===== config.mk =====
export PLATFORM = sky130hd
export DESIGN_NAME = uart_tx_serializer_gen
export DESIGN_NICKNAME = d
export VERILOG_FILES = /design/src/rtl/uart_tx_serializer_gen.sv
export SDC_FILE = /design/constraint.sdc
export NUM_CORES = 1
export LEC_CHECK = 0
export CAP_MARGIN = 20
export CORE_UTILIZATION = 33
export CTS_CLUSTER_DIAMETER = 30
export CTS_CLUSTER_SIZE = 24
export DETAILED_ROUTE_END_ITERATION = 7
export SETUP_SLACK_MARGIN = 0.02
export SLEW_MARGIN = 20
export SYNTH_ARGS = -nofsm -noshare
export SYNTH_HDL_FRONTEND = slang
export SYNTH_SLANG_ARGS = --single-unit

===== constraint.sdc =====
create_clock -name CLK -period 4.21 [get_ports CLK]
set_clock_uncertainty 0.2 [all_clocks]
set_input_delay 1.0525 -clock CLK [delete_from_list [all_inputs] [get_ports CLK]]
set_output_delay 1.0525 -clock CLK [all_outputs]
set_load 0.02 [all_outputs]

===== src/rtl/uart_tx_serializer_gen.sv =====
// +----------------------------------------------------------------------------+
// | uart_tx_serializer_gen                                                     |
// | Run-time length/bit-order parallel-to-serial shifter for the UART TX path. |
// | Optional parity generation: define SER_PARITY_EN.                          |
// | Revision: 1.0                                                              |
// +----------------------------------------------------------------------------+
`default_nettype none

module uart_tx_serializer_gen #(
  parameter int MAX_WIDTH = 8,
  parameter int LEN_WIDTH = 4
) (
  input  logic                 CLK,
  input  logic                 RST,
  input  logic [MAX_WIDTH-1:0] P_DATA,
  input  logic                 DATA_VALID,
  output logic                 data_ready,
  input  logic [LEN_WIDTH-1:0] frame_len,
  input  logic                 lsb_first,
  input  logic                 ser_en,
`ifdef SER_PARITY_EN
  input  logic                 par_type,
  output logic                 par_bit,
`endif
  output logic                 ser_data,
  output logic                 ser_done,
  output logic                 busy
);

  localparam logic [LEN_WIDTH-1:0] MAX_LEN = LEN_WIDTH'(MAX_WIDTH);

  typedef enum logic [1:0] {
    S_IDLE  = 2'd0,
    S_SHIFT = 2'd1,
    S_DONE  = 2'd2
  } state_t;

  state_t                 state_q, state_d;
  logic [MAX_WIDTH-1:0]   shreg_q, shreg_d;
  logic [LEN_WIDTH-1:0]   cnt_q, cnt_d;
  logic                   lsb_q, lsb_d;
  logic                   ser_data_q, ser_data_d;
  logic [LEN_WIDTH-1:0]   len_eff;
  logic [LEN_WIDTH-1:0]   shamt;
  logic                   load;

  // Out-of-range lengths (0 or above MAX_WIDTH) fall back to a full-width frame.
  always_comb begin
    len_eff = frame_len;
    if (frame_len == '0 || frame_len > MAX_LEN) begin
      len_eff = MAX_LEN;
    end
    shamt = MAX_LEN - len_eff;
  end

  assign data_ready = (state_q != S_SHIFT);
  assign busy       = (state_q == S_SHIFT);
  assign ser_done   = (state_q == S_DONE);
  assign ser_data   = ser_data_q;
  assign load       = DATA_VALID && data_ready;

  always_comb begin
    state_d    = state_q;
    shreg_d    = shreg_q;
    cnt_d      = cnt_q;
    lsb_d      = lsb_q;
    ser_data_d = ser_data_q;
    if (load) begin
      state_d = S_SHIFT;
      cnt_d   = len_eff;
      lsb_d   = lsb_first;
      // MSB-first frames are left-aligned so bit L-1 leaves from the top.
      shreg_d = lsb_first ? P_DATA : (P_DATA << shamt);
    end else if (state_q == S_SHIFT && ser_en) begin
      if (lsb_q) begin
        ser_data_d = shreg_q[0];
        shreg_d    = shreg_q >> 1;
      end else begin
        ser_data_d = shreg_q[MAX_WIDTH-1];
        shreg_d    = shreg_q << 1;
      end
      cnt_d = cnt_q - LEN_WIDTH'(1);
      if (cnt_q == LEN_WIDTH'(1)) begin
        state_d = S_DONE;
      end
    end
  end

  always_ff @(posedge CLK or negedge RST) begin
    if (!RST) begin
      state_q    <= S_IDLE;
      shreg_q    <= '0;
      cnt_q      <= '0;
      lsb_q      <= 1'b0;
      ser_data_q <= 1'b0;
    end else begin
      state_q    <= state_d;
      shreg_q    <= shreg_d;
      cnt_q      <= cnt_d;
      lsb_q      <= lsb_d;
      ser_data_q <= ser_data_d;
    end
  end

`ifdef SER_PARITY_EN
  logic                 par_bit_q, par_bit_d;
  logic [MAX_WIDTH-1:0] par_mask;

  always_comb begin
    par_mask  = {MAX_WIDTH{1'b1}} >> shamt;
    par_bit_d = par_bit_q;
    if (load) begin
      par_bit_d = (^(P_DATA & par_mask)) ^ par_type;
    end
  end

  always_ff @(posedge CLK or negedge RST) begin
    if (!RST) begin
      par_bit_q <= 1'b0;
    end else begin
      par_bit_q <= par_bit_d;
    end
  end

  assign par_bit = par_bit_q;
`endif

endmodule

`default_nettype wire


==> results of run 1 <==
==> cells in the mapped netlist, types with 4 or more instances <==
cell       n
a21oi_1   15
o21ai_0    5
nor2_1     8
mux4_2     4
nand2b_1   5
inv_1      4
dfrtp_1   16
clkbuf_1   4
nand2_1   16
mux2i_1    7
nor3_1     4
==> registers in the layout, indices dropped and copies added, names as in the netlist <==
| signal | flops |
|---|---|
| cnt_q | 4 |
| lsb_q | 1 |
| shreg_q | 8 |
| state_q | 2 |
| ser_data | 1 |
==> cells by family after synthesis <==
group | synth area share
compound gates | 0.2093
flops | 0.3383
fa+ha+maj | 0.03172
xor+xnor | 0.02220
simple gates | 0.1818
buf+inv | 0.05285
mux | 0.1639
==> power by group <==
group	total [mW]	internal, mW	switching, mW
clock	0.100	0.0526	0.0477
sequential	0.305	0.232	0.0730
combinational	0.443	0.209	0.234
total	0.847	0.493	0.354
==> final timing paths <==
kind / start / endpoint / slack, ns / cells past startpoint
max in group asynchronous: RST / shreg_q[4] / 2.37 / 1
setup / recovery: frame_len[0] / shreg_q[2] / 0.83 / 9
setup reg to reg: state_q[1] / cnt_q[3] / 2.40 / 5
hold / removal: ser_data / ser_data / 0.29 / 2
min in group asynchronous: RST / cnt_q[0] / 0.99 / 1
hold reg to reg: ser_data / ser_data / 0.29 / 2
==> worst max-delay path, delay by kind of cell <==
kind | cells | cell delay (ns)
simple gates | 2 | 0.29
mux | 1 | 0.39
fa+ha+maj | 1 | 0.49
compound gates | 3 | 0.52
buf+inv | 2 | 0.59
==> layout make-up <==
cell class	count	area, um^2
fill	336	1948
multi-input combinational	103	720.7
sequential	16	400.4
timing repair buffer	21	207.7
tap	46	57.56
clock buffer	4	36.28
inverter	5	18.77
==> stage by stage <==
stage | setup WS, ns | util | power (mW) | hold slack, ns
2_1_floorplan | 1.277 | - | 0.6256 | 0.2679
3_3_place_gp | 0.5601 | 0.4145 | 0.7452 | 0.2746
3_5_place_dp | 0.5271 | 0.4145 | 0.7505 | 0.2761
4_1_cts | 0.8354 | 0.4252 | 0.8530 | 0.2983
5_1_grt | 0.7126 | 0.4252 | 0.9337 | 0.3628
6_report | 0.8257 | 0.4252 | 0.8475 | 0.2915
==> placed cells by master, fill, tap and decap left out, types with 2 or more instances in the layout <==
cell type / count
mux2_2: 3
xnor2_1: 2
a31oi_1: 2
mux4_2: 4
clkdlybuf4s50_1: 20
dfrtp_1: 16
o311ai_1: 2
nor2b_1: 3
and2_1: 2
nand2b_1: 5
o21ai_1: 3
nand3_1: 3
nand2_1: 16
mux2i_1: 7
nor3_1: 4
o21ai_0: 5
a21oi_1: 15
inv_1: 4
o211ai_1: 3
a211oi_1: 2
nor2_1: 8
ha_1: 3
clkbuf_4: 3
==> routing by layer <==
layer,up-vias,share of wire,global-route usage
li1,517,-,-
met2,34,0.44,0.2704
met5,-,0,0
met3,2,0.048,0.02277
met4,0,0.010,0.06667
met1,493,0.50,0.2391
==> flow_summary.yaml, run 1 <==
status:
  status: "completed"
synth:
  synth_ff_type: "dfrtp_1"
  synth_top_cell_by_area: "dfrtp_1"
  async_flop_share: 1.000
  synth_top_area_frac: 0.3383
  netlist_area_um2: 1184
  ys_seq_area_frac: 0.3383
  synth_edf_count: 0
  synth_nets: 152
  synth-seq-cells: 16
  synthDistinctLibCells: 37
  synth_area_per_cell_um2: 8.967
  postSynthCellCount: 132
  ys_warn_count: 0
  synth_area_leaders: "dfrtp_1, mux4_2, a21oi_1"
clock_tree:
  cts_sinks: 16
  clock_latency_ns: 0.28
  clk_path_buf_depth: 2
  cts_buffers: 3
  clk_pin_slew_worst_paths_ns: 0.09
  cts-resized-gates: 0
  h-tree-depth: 1
  postCtsSetupBuffers: 0
  hold_buffers: 0
  cts_root_buf: "clkbuf_4"
  cts_tree: "built"
finish:
  instances_no_fill: 195
  final_nets: 170
  synthToLayoutAreaGrowth_pct: 21.78
  drive_gt1_frac: 0.1074
  n_antenna_cell: 0
  fin_area_um2: 1441
hold_path:
  hp-class: "reg2reg"
place:
  port_buffers: 20
  hpwl_um: 2125
  dp.cells: 191
  place.gp.congestion: 0.9011
  placed_area_um2: 1405
sta:
  period_needed_ns: 3.384
  maxSlewViolCount: 0
  fin_tns_setup_ns: 0
  max-slew-margin-rel: 0.5193
  worstMarginPinSlew_ns: 0.7188
  fin_crit_sh: 0.8039
  setup_viol: 0
  rsz0062_at_grt: "no"
  max_freq_mhz: 295.5
  hold_violations: 0
route:
  via_per_inst: 5.364
  drtIter0Drc: 53
  wl_per_cell_um: 13.72
  drc_errors: 0
  ant_nets: 0
  vias: 1046
  dr.pass1.iters: 4
  wl_um: 2676
critical_path:
  cp_cell_sequence: "clkdlybuf4s50_1 > nor2b_1 > inv_2 > ha_1 > mux2_2 > a21oi_1 > nor3_1 > a211oi_1 > a21oi_1"
  crit_top_cell: "a21oi_1"
  crit_path_top_delay_cell: "clkdlybuf4s50_1"
  critPathMaxStageDelay_ns: 0.49
  end_kind: "flop"
  required_ns: 4.16
  path_class: "in2reg"
  worstPathMaxFanout: 9
  critPathArrivalTime_ns: 3.33
  crit_path_start_kind: "input port"
global_route:
  grt_pass1_wl_um: 4864
  antenna_found_initial: 0
  grt_pass1_vias: 1073
  grt_usage: 0.1715
  grt-ovfl-total: 0
  grt_max_degree: 18
power_and_ir_drop:
  cellPowerDensity_nw_per_um2: 587.9
  ir_worst_vdd_uv: 169.7
  p_leak_nw: 0.5670
floorplanning:
  num_rows: 21
  start_util: 0.3492
  die_h_um: 61.89
  dieArea_um2: 3830
  coreArea_um2: 3390
  io_pins: 21
  die_w_um: 61.89
flow_run:
  drv_cap: 0
(Power assumes the default switching activity.)
==> run 2, diff against run 1 <==
==> constraint.sdc (replaced) <==
create_clock -name CLK -period 2.9 [get_ports CLK]
set_clock_uncertainty 0.2 [all_clocks]
set_input_delay 0.725 -clock CLK [delete_from_list [all_inputs] [get_ports CLK]]
set_output_delay 0.725 -clock CLK [all_outputs]
set_load 0.02 [all_outputs]
==> run 2 against run 1 <==
Flip-flop and latch count is the same; utilization grew 1.5 points; critical path depth is the same; count of clock-buffer cells in the layout shrank 1.
==> flow_summary.yaml, run 2 (synthesized netlist as in run 1, its figures left out) <==
status:
  status: "completed"
global_route:
  grt_pass1_vias: 1045
  use_met2: 0.2750
  grt_use_met3: 0.02484
  globalRouteMet1Util: 0.2271
  busiest_layer: "met2"
  grt_pass1_wl_um: 4705
  antenna_found_initial: 0
  grt-ovfl-total: 0
  grt_max_degree: 18
  grt_usage: 0.1718
finish:
  regMostFlops: "shreg_q"
  synthToLayoutAreaGrowth_pct: 26.00
  n_antenna_cell: 0
  final_nets: 178
  drive_gt1_frac: 0.1538
  final_cell_mix: "clkdlybuf4s50_1, nand2_1, dfrtp_1"
  largest_register_ffs: 8
  reg.largest.list: "shreg_q: 8 flops, cnt_q: 4 flops, state_q: 2 flops"
  fin_area_um2: 1491
  instances_no_fill: 202
  layout_commonest_cell: "clkdlybuf4s50_1"
sta:
  hold_violations: 0
  rsz0062_at_grt: "no"
  period_needed_ns: 2.767
  fin_ws_ns: 0.1326
  max-slew-margin-rel: 0.5214
  maxSlewViolCount: 0
  max_freq_mhz: 361.4
  hold_slack_ns: 0.2854
  fin_crit_sh: 0.9543
  worstMarginPinSlew_ns: 0.7156
  setup_viol: 0
power_and_ir_drop:
  cellPowerDensity_nw_per_um2: 821.2
  finalPower_mw: 1.225
  ir_worst_vdd_uv: 208.2
  p_leak_nw: 0.5989
critical_path:
  worstPathMaxFanout: 4
  required_ns: 2.85
  critPathArrivalTime_ns: 2.72
  path_class: "in2reg"
  r2r_slack_ns: 1.10
  end_kind: "flop"
  crit_path_start_kind: "input port"
floorplanning:
  io_pins: 21
  die_w_um: 61.89
  coreArea_um2: 3390
  start_util: 0.3492
  num_rows: 21
  die_h_um: 61.89
  dieArea_um2: 3830
clock_tree:
  cts_buffers: 3
  hold_buffers: 0
  cts_root_buf: "clkbuf_4"
  h-tree-depth: 1
  clk_pin_slew_worst_paths_ns: 0.09
  clk_path_buf_depth: 2
  clock_latency_ns: 0.29
  cts_sinks: 16
  cts_tree: "built"
place:
  place.gp.congestion: 0.8351
  port_buffers: 20
  dp_slack_ns: -0.1945
  hpwl_um: 2194
  placed_area_um2: 1465
  dp.cells: 199
route:
  drtIter0Drc: 59
  ant_nets: 0
  via_per_inst: 5.401
  wl_um: 2803
  dr.pass1.iters: 4
  vias: 1091
  wl_per_cell_um: 13.88
  drc_errors: 0
flow_run:
  drv_cap: 0
hold_path:
  hp-class: "reg2reg"
[run 2: path summary, 6_finish.rpt]
check                             start  depth (start not counted)         end
setup / recovery           frame_len[0]                          9  shreg_q[3]
hold / removal                 ser_data                          2    ser_data
setup reg to reg             state_q[1]                          5    cnt_q[3]
hold reg to reg                ser_data                          2    ser_data
max in group asynchronous           RST                          1  state_q[0]
min in group asynchronous           RST                          1    cnt_q[1]
[run 2: critical path, stage by stage]
cell             delay (ns)
clkdlybuf4s50_1        0.47
nor2b_1                0.19
inv_2                  0.05
ha_1                   0.34
mux2_2                 0.37
mux2i_1                0.19
nor3_1                 0.07
a211oi_1               0.24
a21oi_1                0.06
[run 2: area by class of cell]
cell class,instances,area (um^2)
well taps,46,57.56
fillers,328,1898
multi-input cells,103,724.4
repair buffers,29,267.8
inverters,5,18.77
clock buffers,3,22.52
flip-flops and latches,16,400.4
[run 2: timing repair]
action                                  in CTS  in global routing
setup buffers                                0                  0
gates resized for setup                      0                  1
endpoints found under the setup margin       0                  1
[run 2: stage by stage]
stage,TNS [ns],util
finish,0,0.4400
global route,0,0.4400
CTS,0,0.4389
detailed placement,-0.8567,0.4323
global placement,-0.5811,0.4323
floorplan,0,-
[run 2: routing by layer]
layer | wire length (um) | vias to the layer above | part of all wire
met2 | 1297 | 34 | 0.46
li1 | - | 533 | -
met5 | 0 | - | 0
met3 | 101 | 5 | 0.036
met1 | 1347 | 519 | 0.48
met4 | 57 | 0 | 0.020
[run 2: power breakdown]
part,total (mW),internal (mW),switching [mW]
clock network,0.117,0.0483,0.0688
registers,0.442,0.336,0.106
logic,0.666,0.318,0.348
